[config.mk]
export PLATFORM = sky130hd
export DESIGN_NAME = sprite_scan
export DESIGN_NICKNAME = d
export VERILOG_FILES = /design/src/rtl/sprite_scan.sv
export SDC_FILE = /design/constraint.sdc
export NUM_CORES = 1
export LEC_CHECK = 0
export ABC_AREA = 1
export BUFFER_PORTS_ARGS = -buffer_cell sky130_fd_sc_hd__buf_2
export CORE_MARGIN = 2
export CORE_UTILIZATION = 30
export CTS_CLUSTER_DIAMETER = 100
export DETAILED_ROUTE_END_ITERATION = 7
export PLACE_DENSITY = 0.5
export SYNTH_ARGS = -nofsm -noshare
export SYNTH_HDL_FRONTEND = slang
export SYNTH_SLANG_ARGS = --single-unit
[constraint.sdc]
create_clock -name clk -period 1.5 [get_ports clk]
set_input_delay 0.3 -clock clk [delete_from_list [all_inputs] [get_ports clk]]
set_output_delay 0.3 -clock clk [all_outputs]
set_load 0.02 [all_outputs]
[src/rtl/sprite_scan.sv]
// Per-line sprite evaluation: scans OAM Y bytes for entries visible on the current line,
// keeps up to MAX_SPR indices, then fetches low/high tile planes for each one.
module sprite_scan #(
    parameter int NUM_OAM = 40,
    parameter int MAX_SPR = 10
) (
    input  logic       clk,
    input  logic       reset_n,
    input  logic       ce,
    input  logic       line_start,
    input  logic       size16,
    input  logic [7:0] v_cnt,
    output logic [5:0] oam_idx,
    input  logic [7:0] oam_y,
    output logic       vram_rd,
    input  logic       vram_ack,
    output logic [1:0] spr_ds,
    output logic [5:0] spr_sel,
    output logic [3:0] sel_count,
    output logic       busy,
    output logic       done
);

    // state      | meaning
    // S_IDLE     | after reset, waiting for the first line_start
    // S_SCAN     | evaluating one OAM entry per ce cycle
    // S_FETCH_LO | low-plane read for list[ptr], waiting for vram_ack
    // S_FETCH_HI | high-plane read for list[ptr], waiting for vram_ack
    // S_DONE     | line finished, sel_count held until the next line_start
    typedef enum logic [2:0] {
        S_IDLE,
        S_SCAN,
        S_FETCH_LO,
        S_FETCH_HI,
        S_DONE
    } state_t;

    localparam logic [5:0] LAST_IDX = 6'(NUM_OAM - 1);
    localparam logic [3:0] MAX_CNT  = 4'(MAX_SPR);

    state_t     state_q, state_d;
    logic [5:0] scan_q, scan_d;
    logic [3:0] sel_q, sel_d;
    logic [3:0] ptr_q, ptr_d;
    logic [5:0] list_q [MAX_SPR];
    logic [5:0] list_d [MAX_SPR];

    logic [8:0] line_pos;
    logic [8:0] y_top;
    logic [8:0] y_end;
    logic       visible;

    // Nine bits so that entries near the bottom of the Y range do not wrap.
    assign line_pos = {1'b0, v_cnt} + 9'd16;
    assign y_top    = {1'b0, oam_y};
    assign y_end    = y_top + (size16 ? 9'd16 : 9'd8);
    assign visible  = (line_pos >= y_top) && (line_pos < y_end);

    assign sel_count = sel_q;

    always_ff @(posedge clk or negedge reset_n) begin
        if (!reset_n) begin
            state_q <= S_IDLE;
            scan_q  <= '0;
            sel_q   <= '0;
            ptr_q   <= '0;
            for (int i = 0; i < MAX_SPR; i++) list_q[i] <= '0;
        end else begin
            state_q <= state_d;
            scan_q  <= scan_d;
            sel_q   <= sel_d;
            ptr_q   <= ptr_d;
            list_q  <= list_d;
        end
    end

    always_comb begin
        state_d = state_q;
        scan_d  = scan_q;
        sel_d   = sel_q;
        ptr_d   = ptr_q;
        list_d  = list_q;
        oam_idx = '0;
        vram_rd = 1'b0;
        spr_ds  = 2'b00;
        spr_sel = '0;
        busy    = 1'b0;
        done    = 1'b0;

        case (state_q)
            S_SCAN: begin
                busy    = 1'b1;
                oam_idx = scan_q;
            end
            S_FETCH_LO: begin
                busy    = 1'b1;
                vram_rd = 1'b1;
                oam_idx = list_q[ptr_q];
                spr_sel = list_q[ptr_q];
                // A line_start in the same cycle aborts the read, so no strobe.
                if (ce && vram_ack && !line_start) spr_ds = 2'b01;
            end
            S_FETCH_HI: begin
                busy    = 1'b1;
                vram_rd = 1'b1;
                oam_idx = list_q[ptr_q];
                spr_sel = list_q[ptr_q];
                if (ce && vram_ack && !line_start) spr_ds = 2'b10;
            end
            S_DONE: done = 1'b1;
            default: ;
        endcase

        if (ce) begin
            if (line_start) begin
                state_d = S_SCAN;
                scan_d  = '0;
                sel_d   = '0;
                ptr_d   = '0;
            end else begin
                case (state_q)
                    S_SCAN: begin
                        if (visible && (sel_q < MAX_CNT)) begin
                            list_d[sel_q] = scan_q;
                            sel_d         = sel_q + 4'd1;
                        end
                        scan_d = scan_q + 6'd1;
                        if (scan_q == LAST_IDX) begin
                            scan_d  = '0;
                            ptr_d   = '0;
                            state_d = (sel_d != 4'd0) ? S_FETCH_LO : S_DONE;
                        end
                    end
                    S_FETCH_LO: begin
                        if (vram_ack) state_d = S_FETCH_HI;
                    end
                    S_FETCH_HI: begin
                        if (vram_ack) begin
                            ptr_d   = ptr_q + 4'd1;
                            state_d = ((ptr_q + 4'd1) == sel_q) ? S_DONE : S_FETCH_LO;
                        end
                    end
                    default: ;
                endcase
            end
        end
    end

endmodule

* After elaboration in Yosys (flattened, before gate mapping)
Index checks and enable logic that the tools add are counted.
** Storage, ports and cells
- Register bits :: 77
- Logic and storage cells :: 88
** Cells by class
- Add/subtract/negate cells :: 5
- $lt $le $gt $ge :: 6
- Equal/unequal tests :: 9
- Muxes and demuxes :: 35
- Bitwise operators :: 3
- Reductions and logical operators :: 16
** Operator list (count)
- $bwmux 60 :: 1
- $mux 6 :: 7
- $mux 4 :: 9
- $bmux 6 s4 :: 1
- $demux 6 s4 :: 1
- $mux 3 :: 6
- $pmux 6 s2 :: 1
- $ge 5x5->1 const B :: 2
- $not 4->5 :: 2
- $add 8x5->9 :: 1
- $add 8x5->9 const B :: 1
- $ge 9x8->1 :: 1
- $lt 9x9->1 :: 1
- $ne 3x3->1 const B :: 3
- $pmux 3 s3 :: 1
- $add 4x1->4 const B :: 2
- $pmux 4 s2 :: 1
- $reduce_and 4->1 :: 2
- $reduce_bool 4->1 :: 2
- $add 6x1->6 const B :: 1
- $eq 3x2->1 const B :: 2
- $eq 6x6->1 const B :: 1
- $logic_and 1x1->1 :: 5
- $lt 5x1->1 const B :: 1
- 16 further kinds :: 19

* Depth between registers and ports, before layout
Gate-level depths: netlist of run 1.
- Word-level depth :: 14
- Gate-level depth with buffers :: 20

* Least setup slack after synthesis of run 1
No wires, ideal clock.
- Path kind :: input to register
- Start point :: input size16
- End point :: register list_q[20] (netlist name)
- Arrival time :: 2714 ps
- Required time :: 1363 ps
- Path slack :: -1351 ps
- Cell stages on the path :: 20
- Path through :: inv_1 > ha_1 > inv_1 > fa_1 > nor3_1 > xor2_1 > ha_1 > nand2_1 > inv_1 > nand2_1 > nand4_2 > a21oi_4 > nand2_4 > clkinv_2 > nand4_2 > inv_2 > nand3_2 > buf_6 > nand2_1 > o21ai_2
** Between the ends
- Cells in the longest elaborated chain, start to end :: 6
** Ends and longest elaborated chain
- start, declared :: line 11 : input logic size16,
- $mux 5 :: line 56 : assign y_end = y_top + (size16 ? 9'd16 : 9'd8);
- $add 8x5->9 :: line 56
- $lt 9x9->1 :: line 57 : assign visible = (line_pos >= y_top) && (line_pos < y_end);
- $logic_and 1x1->1 :: line 57
- $logic_and 1x1->1 :: line 123 : if (visible && (sel_q < MAX_CNT)) begin
- $reduce_and 4->1 (no source line)
- end signal, assigned :: line 73 : list_q <= list_d;
- end, declared :: line 45 : logic [5:0] list_q [MAX_SPR];
No other way between the ends.
A chain may end at the register's enable or synchronous reset.

* Final worst setup path of run 1
- Start point :: input size16
- End point :: register list_q[1] (netlist name)
The elaborated chain is that of the path after synthesis.

==> run summary, run 1 <==
The run gives 18.36% as the overall track demand over capacity in global routing. Of the synthesized area, sequential elements account for 41.79%. Number of placement rows: 45.

After layout, the worst path uses 166.1% of the clock period. Wires add up to 14470 um. At the later pin of the worst-skew pair, clock insertion delay measures 0.34 ns.

The startpoint of the lowest-slack register-to-register path was ptr_q[0]. The flow ran to the end, but the final reports show violations. In this run the number of H-tree levels came out at 3.

The via density per instance is 4.826. IR analysis of the VDD net gives a maximum drop of 0.7865 mV. Area enclosed by the die boundary: 16380 um2.

The max capacitance violation total was 0. Kind of end point of the critical path: a flop. STA puts the critical path data arrival time at 2.71 ns.

The I/O pin total is 43, and the vertical die dimension is 128.0 um. Of the cells placed in the final design, the portion with a size suffix greater than 1 is 48.98%. The buffer levels on the longest clock path came out at 2.

The first global-routing pass estimated 23450 um of wire. The smallest clock period supported by the final layout is computed as 2.491 ns. Dividing the synthesized area by the synthesized cell count gives 7.977 um2. The most common cell in the netlist was sky130_fd_sc_hd__nand2_1. The die is 128.0 um wide.

In this run the clock root is driven by a sky130_fd_sc_hd__clkbuf_16. In this run the worst path has a maximum fanout of 12. 0 antenna diodes ended up in the layout. The cell depth of the worst min-delay path was 5.

For the number of iterations in the first detailed-routing pass, the log shows 4. TritonCTS built the clock tree. The path class of the lowest-slack min-delay path was primary input to flop.

For the fill cell total of the finished layout, the log shows 1430. The count of synthesis-stage warnings from yosys is 0. The worst setup path is launched from a primary input.

The run gives 4454 as the number of vias after detailed routing. Of all flip-flops after synthesis, the portion carrying an async set or reset was 100.0%. The path with the worst hold slack has its endpoint at state_q[1]. TritonCTS created 9 clock buffers. After synthesis, the netlist uses 36 different library cells.

For the number of hold-slack violations in the final timing report, the log shows 0. The startpoint of the most critical hold path was line_start. The slew at the pin closest to its max-slew limit came out at 0.5201 ns. Via count of the first global-routing pass: 4483. Input and output buffers added on the ports amount to 42. For the setup-violating endpoint count in the final report, the log shows 90. By count the netlist is led by sky130_fd_sc_hd__nand2_1 (149), sky130_fd_sc_hd__dfrtp_1 (77), sky130_fd_sc_hd__inv_1 (54), sky130_fd_sc_hd__nor2_1 (51), sky130_fd_sc_hd__o21ai_1 (46).

The clock-pin slew reported for the worst setup and hold paths after clock tree synthesis was 0.06 ns; the area occupied by multi-input gates was 3060 um2. Critical path class: primary input to flop. The floorplan step defined a core boundary enclosing 15090 um2. The post-synthesis register bit count came out at 77. The worst setup path startpoint was size16. The average wire per standard cell is 15.68 um, and the share of the synthesized area in the top cell type is 41.79%.

Synthesis produced a netlist whose cell count is 578. Total nets after synthesis: 624. After synthesis the cells add up to 4611 um2. By area the synthesized netlist is led by sky130_fd_sc_hd__dfrtp_1 (42%), sky130_fd_sc_hd__nand2_1 (12%), sky130_fd_sc_hd__ha_1 (6.2%). The setup TNS after final layout is -71.41 ns, and the maximum number of pins on one net before global-route repair is 33.

In this run the critical register-to-register path is captured at state_q[2]. The weighted congestion reported at the end of routability-driven placement is 0.8281. Across the whole layout, storage elements account for 1931 um2. The run gives 8.487 mW as the final total power. The required time of the worst setup path is 1.72 ns. Setup repair after global routing could not meet its margin everywhere.

The synthesis-to-finish area growth was 58.18%; the internal reg-to-reg setup slack was -0.39 ns. The final reports fail on setup timing. The largest area contributor in the synthesized netlist was sky130_fd_sc_hd__dfrtp_1. The final worst setup slack is -0.9913 ns. The total overflow left after global routing is 0. The final routed DRC violation total was 0. Counting every sink on the clock net gives 77. The initial antenna violation count is 0.

In this run the static leakage power is 3.319 nW. The commonest register cell after synthesis is sky130_fd_sc_hd__dfrtp_1. Summed over all nets, the half-perimeter wirelength after detailed placement is 9781 um. The number of nets with antenna violations after routing came out at 0. In this run, synthesis inferred 0 flip-flops with an integrated enable. The ratio of total power to cell area is 1164 nW/um2, and the starting utilization of the core area is 30.56%.

The fmax was 401.4 MHz; the post-route clock skew was 0.005577 ns. The number of pins exceeding their max-slew limit in the final report is 0. The number of DRC markers in iteration 0 is 189, and the path depth of the worst reg2reg path is 10.

The run gives 65.33% as the tightest slew margin relative to the limit. The tools report the net total in the final layout as 777.
[power breakdown]
group	switching, mW	leakage, nW	internal [mW]
clock network	0.885	0.156	1.45
registers	0.136	1.06	2.22
logic	2.09	2.10	1.71
total	3.11	3.32	5.38
[cell usage in the layout (no fill, tap or decap), drive strengths merged, types with 2 or more instances in the layout]
master	count
inv	54
nand3	27
nand3b	3
nand2	152
nand4	4
a21oi	12
buf	162
clkbuf	10
clkinv	7
o22ai	8
o21ai	97
nor2	54
o211ai	3
xnor2	2
dfrtp	77
o221ai	10
nor3	12
ha	23
xor2	9
bufinv	2
[how the worst max path moves through the flow]
| stage | to | depth (start not counted) | slack [ns] |
|---|---|---|---|
| finish | list_q[1] | 20 | -0.99 |
| global route | state_q[2] | 22 | -1.15 |
| CTS | list_q[42] | 20 | -1.05 |
| detailed placement | list_q[18] | 20 | -1.53 |
| global placement | list_q[18] | 20 | -1.46 |
| floorplan | list_q[50] | 20 | -1.16 |
[sequential cells by signal (all words and copies together), names as in the netlist]
register,count
state_q,3
list_q,60
scan_q,6
ptr_q,4
sel_count,4
[what timing repair did]
item	CTS	global route
gates cloned	6	2
pin swaps	53	33
hold buffers	1	0
endpoints found under the hold margin	29	0
gates resized for setup	153	78
setup endpoints to repair	94	94
setup buffers	19	7
[cells by family (layout without fill, tap and decap cells)]
| group | after synthesis | count (layout) | synth area share [%] |
|---|---|---|---|
| buf+inv | 85 | 237 | 8.467 |
| flops | 77 | 77 | 41.79 |
| simple gates | 249 | 254 | 23.83 |
| compound gates | 132 | 132 | 17.15 |
| fa+ha+maj | 24 | 24 | 6.676 |
| xor+xnor | 11 | 11 | 2.090 |
[worst max-delay path, stage by stage]
cell and delay, ns:
sky130_fd_sc_hd__buf_12 0.11, sky130_fd_sc_hd__ha_1 0.27, sky130_fd_sc_hd__a21oi_1 0.06, sky130_fd_sc_hd__or2_2 0.30, sky130_fd_sc_hd__nor2_2 0.09, sky130_fd_sc_hd__nand2_1 0.05, sky130_fd_sc_hd__ha_1 0.30, sky130_fd_sc_hd__nand2_1 0.10
sky130_fd_sc_hd__inv_1 0.05, sky130_fd_sc_hd__nand2_1 0.07, sky130_fd_sc_hd__nand4_2 0.12, sky130_fd_sc_hd__a21oi_4 0.17, sky130_fd_sc_hd__nand2_4 0.08, sky130_fd_sc_hd__clkinv_4 0.06, sky130_fd_sc_hd__nand2_4 0.06, sky130_fd_sc_hd__nor2_4 0.15
sky130_fd_sc_hd__nand2_2 0.09, sky130_fd_sc_hd__buf_12 0.16, sky130_fd_sc_hd__nand2_1 0.05, sky130_fd_sc_hd__o21ai_1 0.06
[stage by stage]
stage	hold WS, ns	cell area [um2]	setup WS [ns]	cells	utilization [%]
floorplan	0.004409	4930	-1.159	578	-
global placement	0.3097	5933	-1.458	877	39.32
detailed placement	0.3109	5933	-1.530	877	39.32
CTS	0.4266	6947	-1.050	917	46.04
global route	0.4596	7293	-1.154	923	48.33
finish	0.4400	7293	-0.9913	923	48.33
[layout make-up]
class	count	share of cell area, %
Clock buffer	9	3.088
Timing Repair Buffer	164	20.43
Tap cell	188	3.225
Sequential cell	77	26.47
Inverter	58	3.620
Multi-Input combinational cell	421	41.96
Clock inverter	6	1.201
[per-layer routing]
layer	global-route usage (%)	vias up	part of all wire, %
met5	0	-	0
met4	5.236	0	1.0
met3	3.548	12	2.8
met2	30.58	55	50
met1	24.39	2156	46
li1	-	2231	-
(Power assumes the default switching activity.)
==> run 2, diff against run 1 <==
ABC_AREA = unset   (was 1)
SKIP_CTS_REPAIR_TIMING = 1   (was unset)
==> run 2 against run 1 <==
  * The run still ends with setup timing left
  * Hold slack worse by 0.11 ns
  * Global-route usage down 2.8 points
  * Register-to-register slack got worse by 0.12 ns
  * Non-clock buffer count decreased by 26
  * Clock-buffer cell count increased by 2
==> run summary, run 2 <==
Fraction of layout instances using a drive strength above 1: 51.80% (+2.8 points). STA classifies the critical path endpoint as a flop. The fraction of registers with async set/reset works out to 100.0% (unchanged). The routed wire length came out at 12440 um (-14%).

The number of clock sinks seen by CTS is 77 (unchanged), and the area of the core is 15030 um2 (-0.37%). The area growth from synthesis to layout is 42.21%. The area enclosed by the die boundary is 16230 um2 (-0.89%). Traced cell by cell, the critical path runs through buf_12, inv_12, ha_4, inv_2, fa_2, nor3_2, xnor2_1, ha_1, o21ai_2, nor2_2, a211oi_4, buf_6, clkbuf_16, nand4_1, buf_6, mux2_4.

Cell with the biggest individual delay on the critical path: sky130_fd_sc_hd__fa_2. The post-route clock skew was 0.007895 ns (+0.002318 ns). Number of hold-slack violations in the final timing report: 0 (unchanged). The flow ran to the end, but the final reports show violations. TritonCTS built the clock tree.

The logs give 393.1 MHz (-2.1%) for the fmax and 43 (unchanged) for the I/O pin total. The ratio of total power to cell area was 1170 nW/um2 (+0.51%); the setup-violating endpoint count in the final report was 88 (-2.2%). The peak supply drop came out at 0.7019 mV (-11%). The register with the highest flop count is list_q.

The final total power came out at 7.598 mW (-10%). Yosys instantiated no cell more often than sky130_fd_sc_hd__dfrtp_1. The number of flip-flops in the largest register is 60 (unchanged), and the max capacitance violation total is 0 (unchanged).

The run gives 9 (unchanged) as the TritonCTS buffer count. The die boundary width came out at 127.4 um (-0.45%). The logs give 19930 um (-15%) for the wire length of the first global-routing pass and 0 (unchanged) for the number of antenna diodes.

The count of distinct cell types in the synthesized netlist came out at 54 (+50%). The largest registers in the layout are list_q: 60 flops, scan_q: 6 flops. Setup repair after global routing could not meet its margin everywhere. The via count of the first global-routing pass is 3807 (-15%). Sorting the synthesized cells by how often they occur yields sky130_fd_sc_hd__dfrtp_1 (77), sky130_fd_sc_hd__mux2_2 (61), sky130_fd_sc_hd__ha_1 (23), sky130_fd_sc_hd__nor2_1 (19).

The most used flip-flop cell after synthesis is sky130_fd_sc_hd__dfrtp_1. Critical path arrival: 2.77 ns (+0.06 ns). After synthesis, the cell types taking the most area are sky130_fd_sc_hd__dfrtp_1 (42%), sky130_fd_sc_hd__mux2_2 (15%), sky130_fd_sc_hd__ha_1 (6.3%). The delay of the slowest cell on the worst path came out at 0.35 ns (+0.05 ns).

The tools report the tightest slew margin relative to the limit as 72.23% (+6.9 points). The setup TNS after final layout is -78.77 ns (-7.360 ns), and the time the worst path needs with I/O delays and setup is 2.544 ns (+0.05253 ns). The average wire per standard cell is 17.36 um (+11%), and the worst-path maximum fanout is 6 (-6). The slew at the pin closest to its max-slew limit is 0.4165 ns (-0.1036 ns), and the weighted congestion reported at the end of routability-driven placement is 0.8049 (-2.8%). The path class of the tightest hold or removal check is primary input to flop. The vertical die dimension is 127.4 um (-0.45%), and the fill cell total of the finished layout is 1422 (-0.56%). The number of nets with antenna violations after routing was 0 (unchanged). The number of buffers inserted by port buffering works out to 42 (unchanged). The library cell used most frequently in the layout, excluding fill and tap cells, is sky130_fd_sc_hd__dfrtp_1. The critical path class is primary input to flop.

The cell that appears most often on the critical path is sky130_fd_sc_hd__buf_6. In this run the clock root is driven by a sky130_fd_sc_hd__clkbuf_16. The logs give 181 (-4.2%) for the number of DRC markers in iteration 0 and 4 (unchanged) for the number of iterations in the first detailed-routing pass. The number of placement rows was 45 (unchanged); the maximum level of the CTS H-tree was 3 (unchanged).

The final routed DRC violation total is 0 (unchanged). The maximum number of pins on one net before global-route repair came out at 31 (-6.1%). The mean instance size in the synthesized netlist came out at 11.42 um2 (+43%). The clock latency on the worst-skew pair came out at 0.34 ns (about the same).

The tools report the overflow left after global routing as 0 (unchanged). The overall track demand over capacity in global routing is 15.57% (-2.8 points). The cell count after synthesis was 400 (-31%); the share of the synthesized area in the top cell type was 42.18% (+0.39 points).

For the number of pins exceeding their max-slew limit in the final report, the log shows 0 (unchanged). The net total in the final layout is 571 (-27%), and the final worst setup slack is -1.044 ns (-0.05253 ns). The final cycle utilization of the critical path works out to 169.6% (+3.5 points).

The buffer levels on the longest clock path was 2 (unchanged). The cell area after technology mapping is 4568 um2 (-0.92%). The post-synthesis register bit count is 77 (unchanged), and the via density per instance is 5.093 (+5.6%). Category of the worst setup path launch point: a primary input. For the starting utilization of the core area, the log shows 30.39% (-0.17 points). The count of synthesis-stage warnings from yosys was 0 (unchanged); the utilization of the core after routing was 43.21% (-5.1 points). The clock-pin slew reported for the worst setup and hold paths after clock tree synthesis is 0.06 ns (about the same), and the leakage power figure is 3.165 nW (-4.6%).

Required time of the worst setup path: 1.72 ns (about the same). The largest area contributor in the synthesized netlist was sky130_fd_sc_hd__dfrtp_1. The initial antenna violation count came out at 0 (unchanged). The number of enable flip-flop cells after synthesis is 0 (unchanged). The final reports fail on setup timing. The library cells used most frequently in the layout, excluding fill and tap cells, are sky130_fd_sc_hd__dfrtp_1 (76), sky130_fd_sc_hd__buf_4 (63), sky130_fd_sc_hd__mux2_2 (58). The run gives 3652 (-18%) as the number of vias after detailed routing. The logs give 446 (-29%) for the total nets after synthesis and 42.18% (+0.39 points) for the sequential-to-total area share from yosys stat.

The sum of net half-perimeters after detailed placement was 8896 um (-9.0%).
[run 2: cell count changes in the layout (fill, tap and decap cells not counted), moves of 13 or more]
cell,before,now
sky130_fd_sc_hd__nand4_1,2,15
sky130_fd_sc_hd__nand2_1,98,13
sky130_fd_sc_hd__buf_4,94,63
sky130_fd_sc_hd__nand2_2,44,2
sky130_fd_sc_hd__mux2_2,0,58
sky130_fd_sc_hd__inv_1,39,14
sky130_fd_sc_hd__o21ai_2,31,4
sky130_fd_sc_hd__o21ai_1,48,7
[run 2: worst max-delay path: cells and delay by family]
| kind | cells | cell delay, ns |
|---|---|---|
| and+or+nand+nor | 3 | 0.29 |
| muxes | 1 | 0.29 |
| AOI/OAI and AO/OA | 2 | 0.34 |
| adders and majority gates | 3 | 0.75 |
| buffers and inverters | 6 | 0.64 |
| xor gates and xnor gates | 1 | 0.15 |
[run 2: per-stage QoR]
step | instances | instance area, um2 | setup WS (ns) | hold slack (ns)
2_1_floorplan | 400 | 4737 | -1.251 | 0.004409
3_3_place_gp | 688 | 5708 | -1.503 | 0.2599
3_5_place_dp | 688 | 5708 | -1.535 | 0.2661
4_1_cts | 703 | 5991 | -1.202 | -0.09581
5_1_grt | 717 | 6496 | -1.124 | 0.3433
6_report | 717 | 6496 | -1.044 | 0.3331
[run 2: worst paths after layout]
check                           start           end  slack, ns  depth (start not counted)
min in group asynchronous     reset_n    list_q[44]       0.44                          2
hold reg to reg            list_q[40]    list_q[40]       0.50                          1
setup / recovery               size16    list_q[49]      -1.04                         16
max in group asynchronous     reset_n  sel_count[3]       0.55                          3
hold / removal                     ce  sel_count[3]       0.33                          3
setup reg to reg           state_q[1]    list_q[45]      -0.51                          7
[run 2: routing by layer]
metal	GRT usage (%)	vias up	wire, um
met2	26.36	59	5961
met4	2.844	0	84
met1	21.13	1854	5975
li1	-	1729	-
met3	2.806	10	423
met5	0	-	0
[run 2: area by class of cell]
type	instances	area (um2)	area share, %
tap	188	235.2	3.621
clock inverter	4	30.03	0.4622
sequential	77	1928	29.68
timing repair buffer	138	1230	18.93
clock buffer	11	252.7	3.891
inverter	18	82.58	1.271
multi-input combinational	281	2738	42.14
[run 2: cell families after synthesis]
| logic type | share of synthesized area (%) |
|---|---|
| and+or+nand+nor | 12.24 |
| muxes | 23.58 |
| DFF | 42.18 |
| AOI/OAI and AO/OA | 9.340 |
| buffers and inverters | 3.615 |
| adders and majority gates | 6.738 |
| xor gates and xnor gates | 2.301 |
[run 2: power by group]
| group | switching [mW] | internal (mW) |
|---|---|---|
| clock network | 0.897 | 1.21 |
| logic | 1.53 | 1.58 |
| registers | 0.126 | 2.25 |
==> run 3, diff against run 2 <==
CELL_PAD_IN_SITES_DETAIL_PLACEMENT = 1   (was unset)
CELL_PAD_IN_SITES_GLOBAL_PLACEMENT = 2   (was unset)
PLACE_DENSITY = 0.67   (was 0.5)
==> run 3 against run 2 <==
  * The flow still finishes with violations (setup timing)
  * Combinational power is 6% higher
  * Worst setup slack worse by 0.055 ns
  * Die area stayed put
  * Critical path type unchanged
  * Critical endpoint is now list_q[12]
  * Largest power group unchanged
==> run summary, run 3 (synthesized netlist as in run 2, its figures left out) <==
The run gives 0.007153 ns (-0.0007423 ns) as the post-route clock skew. The cell with the biggest individual delay on the critical path was sky130_fd_sc_hd__mux2_4. The weighted congestion reported at the end of routability-driven placement is 0.7853 (-2.4%). In the layout the commonest cells are sky130_fd_sc_hd__dfrtp_1 (75), sky130_fd_sc_hd__buf_4 (64), sky130_fd_sc_hd__mux2_2 (58). The utilization of the core after routing was 44.01% (+0.80 points). The I/O pin total came out at 43 (unchanged).

The run gives 8.258 mW (+8.7%) as the final total power. The flow ran to the end, but the final reports show violations. The clock-pin slew reported for the worst setup and hold paths after clock tree synthesis is 0.06 ns (about the same), and the via density per instance is 5.157 (+1.2%). The root buffer cell chosen for the clock tree is sky130_fd_sc_hd__clkbuf_16. The starting utilization of the core area was 30.39% (unchanged); the area of the core was 15030 um2 (unchanged). The path class of the lowest-slack min-delay path was primary input to flop.

Setup repair after global routing could not meet its margin everywhere. The overflow left after global routing was 0 (unchanged); the die boundary width was 127.4 um (unchanged). The worst setup path is of the primary input to flop kind. The cell depth of the worst min-delay path was 3 (unchanged); the area enclosed by the die boundary was 16230 um2 (unchanged). The wire length of the first global-routing pass was 21140 um (+6.1%). Post-route standard cell area excluding fillers: 6616 um2 (+1.8%).

The net switching power was 2.685 mW (+5.2%); the clock latency on the worst-skew pair was 0.35 ns (about the same). The flip-flop and latch area was 1929 um2 (about the same). The maximum number of pins on one net before global-route repair is 39 (+26%), and the worst-path maximum fanout is 6 (unchanged). The number of vias after detailed routing was 3723 (+1.9%). STA classifies the critical path endpoint as a flop. Grouping stages by cell kind, the critical path spends the most delay in compound AO/OA/AOI/OAI gates. The final reports fail on setup timing. The proportion of total power due to net switching is 32.52% (-1.1 points).

The logs give 39.8% (-1.1 points) for the share of power burned in combinational logic and 2.83 ns (+0.06 ns) for the critical path arrival. For the fill cell total of the finished layout, the log shows 1595 (+12%). The number of flip-flops in the largest register came out at 60 (unchanged). The number of hold-slack violations in the final timing report came out at 0 (unchanged).

Ratio of total power to cell area: 1248 nW/um2 (+6.7%). TritonCTS buffer count: 9 (unchanged). Register with the highest flop count: list_q. Delay of the slowest cell on the worst path: 0.30 ns (-0.05 ns).

The vertical die dimension was 127.4 um (unchanged); the overall track demand over capacity in global routing was 16.86% (+1.3 points). The setup-violating endpoint count in the final report was 91 (+3.4%). For the fraction of power consumed by sequential logic, the log shows 28.8% (-2.5 points). The logs give 9606 um (+8.0%) for the sum of net half-perimeters after detailed placement and 0 (unchanged) for the initial antenna violation count. TritonCTS built the clock tree. For the routed wire length, the log shows 13650 um (+9.7%).

Leaving out fill and tap cells, the most frequent cell in the layout is sky130_fd_sc_hd__dfrtp_1. STA classifies the critical path startpoint as a primary input. The slew at the pin closest to its max-slew limit is 0.4167 ns (+0.0001436 ns), and the total internal power is 5.573 mW (+10%). The final cycle utilization of the critical path works out to 173.2% (+3.6 points).

The depth of the critical timing path with buffers and inverters included works out to 14 (-2). The leakage power figure was 3.221 nW (+1.8%). For the number of antenna diodes, the log shows 0 (unchanged). The final worst hold slack is 0.3022 ns (-0.03089 ns).

The largest registers in the layout are list_q: 60 flops, scan_q: 6 flops. The run gives 2744 um2 (+0.23%) as the area occupied by multi-input gates. Walking the worst path, the cells encountered are buf_12, ha_1, a21o_1, nand2_1, xnor2_1, ha_1, a211oi_2, nor2_2, a211oi_4, buf_6, clkbuf_16, nand4_1, buf_6, mux2_4.

The time the worst path needs with I/O delays and setup is 2.599 ns (+0.05467 ns), and the tightest slew margin relative to the limit is 72.22% (about the same). The number of buffers inserted by port buffering was 42 (unchanged); the buffer and inverter count on the worst path was 4 (-2). The average wire per standard cell is 18.91 um (+8.9%), and the buffer levels on the longest clock path is 2 (unchanged). The fraction of layout instances using a drive strength above 1 is 52.43% (+0.64 points), and the portion of total power attributed to the clock network is 31.4% (+3.7 points). Path depth of the worst reg2reg path: 9 (+2).

For the final worst setup slack, the log shows -1.099 ns (-0.05467 ns). The final routed DRC violation total is 0 (unchanged), and the peak supply drop is 0.7100 mV (+1.2%). The run gives 45 (unchanged) as the number of placement rows. The number of iterations in the first detailed-routing pass is 4 (unchanged), and the via count of the first global-routing pass is 3867 (+1.6%). The logs give 0 (unchanged) for the number of pins exceeding their max-slew limit in the final report and 77 (unchanged) for the number of clock sinks seen by CTS.

The net total in the final layout is 575 (+0.70%). The number of nets with antenna violations after routing is 0 (unchanged). The tools report the required time of the worst setup path as 1.73 ns (about the same).

The number of DRC markers in iteration 0 is 172 (-5.0%). The area growth from synthesis to layout is 44.84%. Total placed instance area: 5674 um2 (-0.59%). Maximum level of the CTS H-tree: 3 (unchanged). The tools report the fmax as 384.8 MHz (-2.1%).

Max capacitance violation total: 0 (unchanged).
run 3: worst reg2reg max path, cell delays in order, from the launching register on:
cell and delay [ns]:
sky130_fd_sc_hd__dfrtp_2 0.47, sky130_fd_sc_hd__clkbuf_16 0.18, sky130_fd_sc_hd__buf_4 0.13, sky130_fd_sc_hd__buf_4 0.14, sky130_fd_sc_hd__ha_1 0.32, sky130_fd_sc_hd__xor2_1 0.14, sky130_fd_sc_hd__nor3_1 0.06, sky130_fd_sc_hd__nand3_1 0.07
sky130_fd_sc_hd__nand2_1 0.09, sky130_fd_sc_hd__o31a_1 0.31
run 3: final cells by class:
| type | instances | area share [%] |
|---|---|---|
| Tap cell | 188 | 3.555 |
| Sequential cell | 77 | 29.16 |
| Multi-Input combinational cell | 281 | 41.47 |
| Clock buffer | 10 | 3.461 |
| Timing Repair Buffer | 142 | 19.29 |
| Inverter | 18 | 1.267 |
| Clock inverter | 6 | 1.797 |
run 3: through the flow:
stage / setup slack (ns) / std cells / TNS [ns]
after floorplan: -1.251 / 400 / -83.56
after global placement: -1.496 / 686 / -104.65
after detailed placement: -1.558 / 686 / -109.02
after CTS: -1.205 / 702 / -92.01
after global routing: -1.195 / 722 / -91.17
final: -1.099 / 722 / -81.80
run 3: power groups by stage:
stage / combinational [mW] / sequential (mW) / clock (mW)
2_1_floorplan: 1.38 / 2.45 / 0
3_3_place_gp: 2.39 / 2.37 / 0
3_5_place_dp: 2.46 / 2.39 / 0
4_1_cts: 2.48 / 2.35 / 2.65
5_1_grt: 3.56 / 2.40 / 2.73
6_report: 3.29 / 2.38 / 2.59
run 3: final timing paths:
| path | start | end | slack [ns] |
|---|---|---|---|
| min reg2reg | list_q[30] | list_q[30] | 0.50 |
| max in group asynchronous | reset_n | list_q[41] | 0.50 |
| min | ce | sel_count[3] | 0.30 |
| max | size16 | list_q[12] | -1.10 |
| max reg2reg | ptr_q[0] | state_q[2] | -0.53 |
| min in group asynchronous | reset_n | list_q[6] | 0.44 |
run 3: per-layer routing:
| metal | vias to the layer above | track usage, % | routed length (um) | share of wire (%) |
|---|---|---|---|---|
| met5 | - | 0 | 0 | 0 |
| met4 | 0 | 4.137 | 149 | 1.1 |
| met3 | 13 | 3.518 | 353 | 2.6 |
| met2 | 49 | 28.03 | 6731 | 49 |
| met1 | 1919 | 22.56 | 6417 | 47 |
| li1 | 1742 | - | - | - |
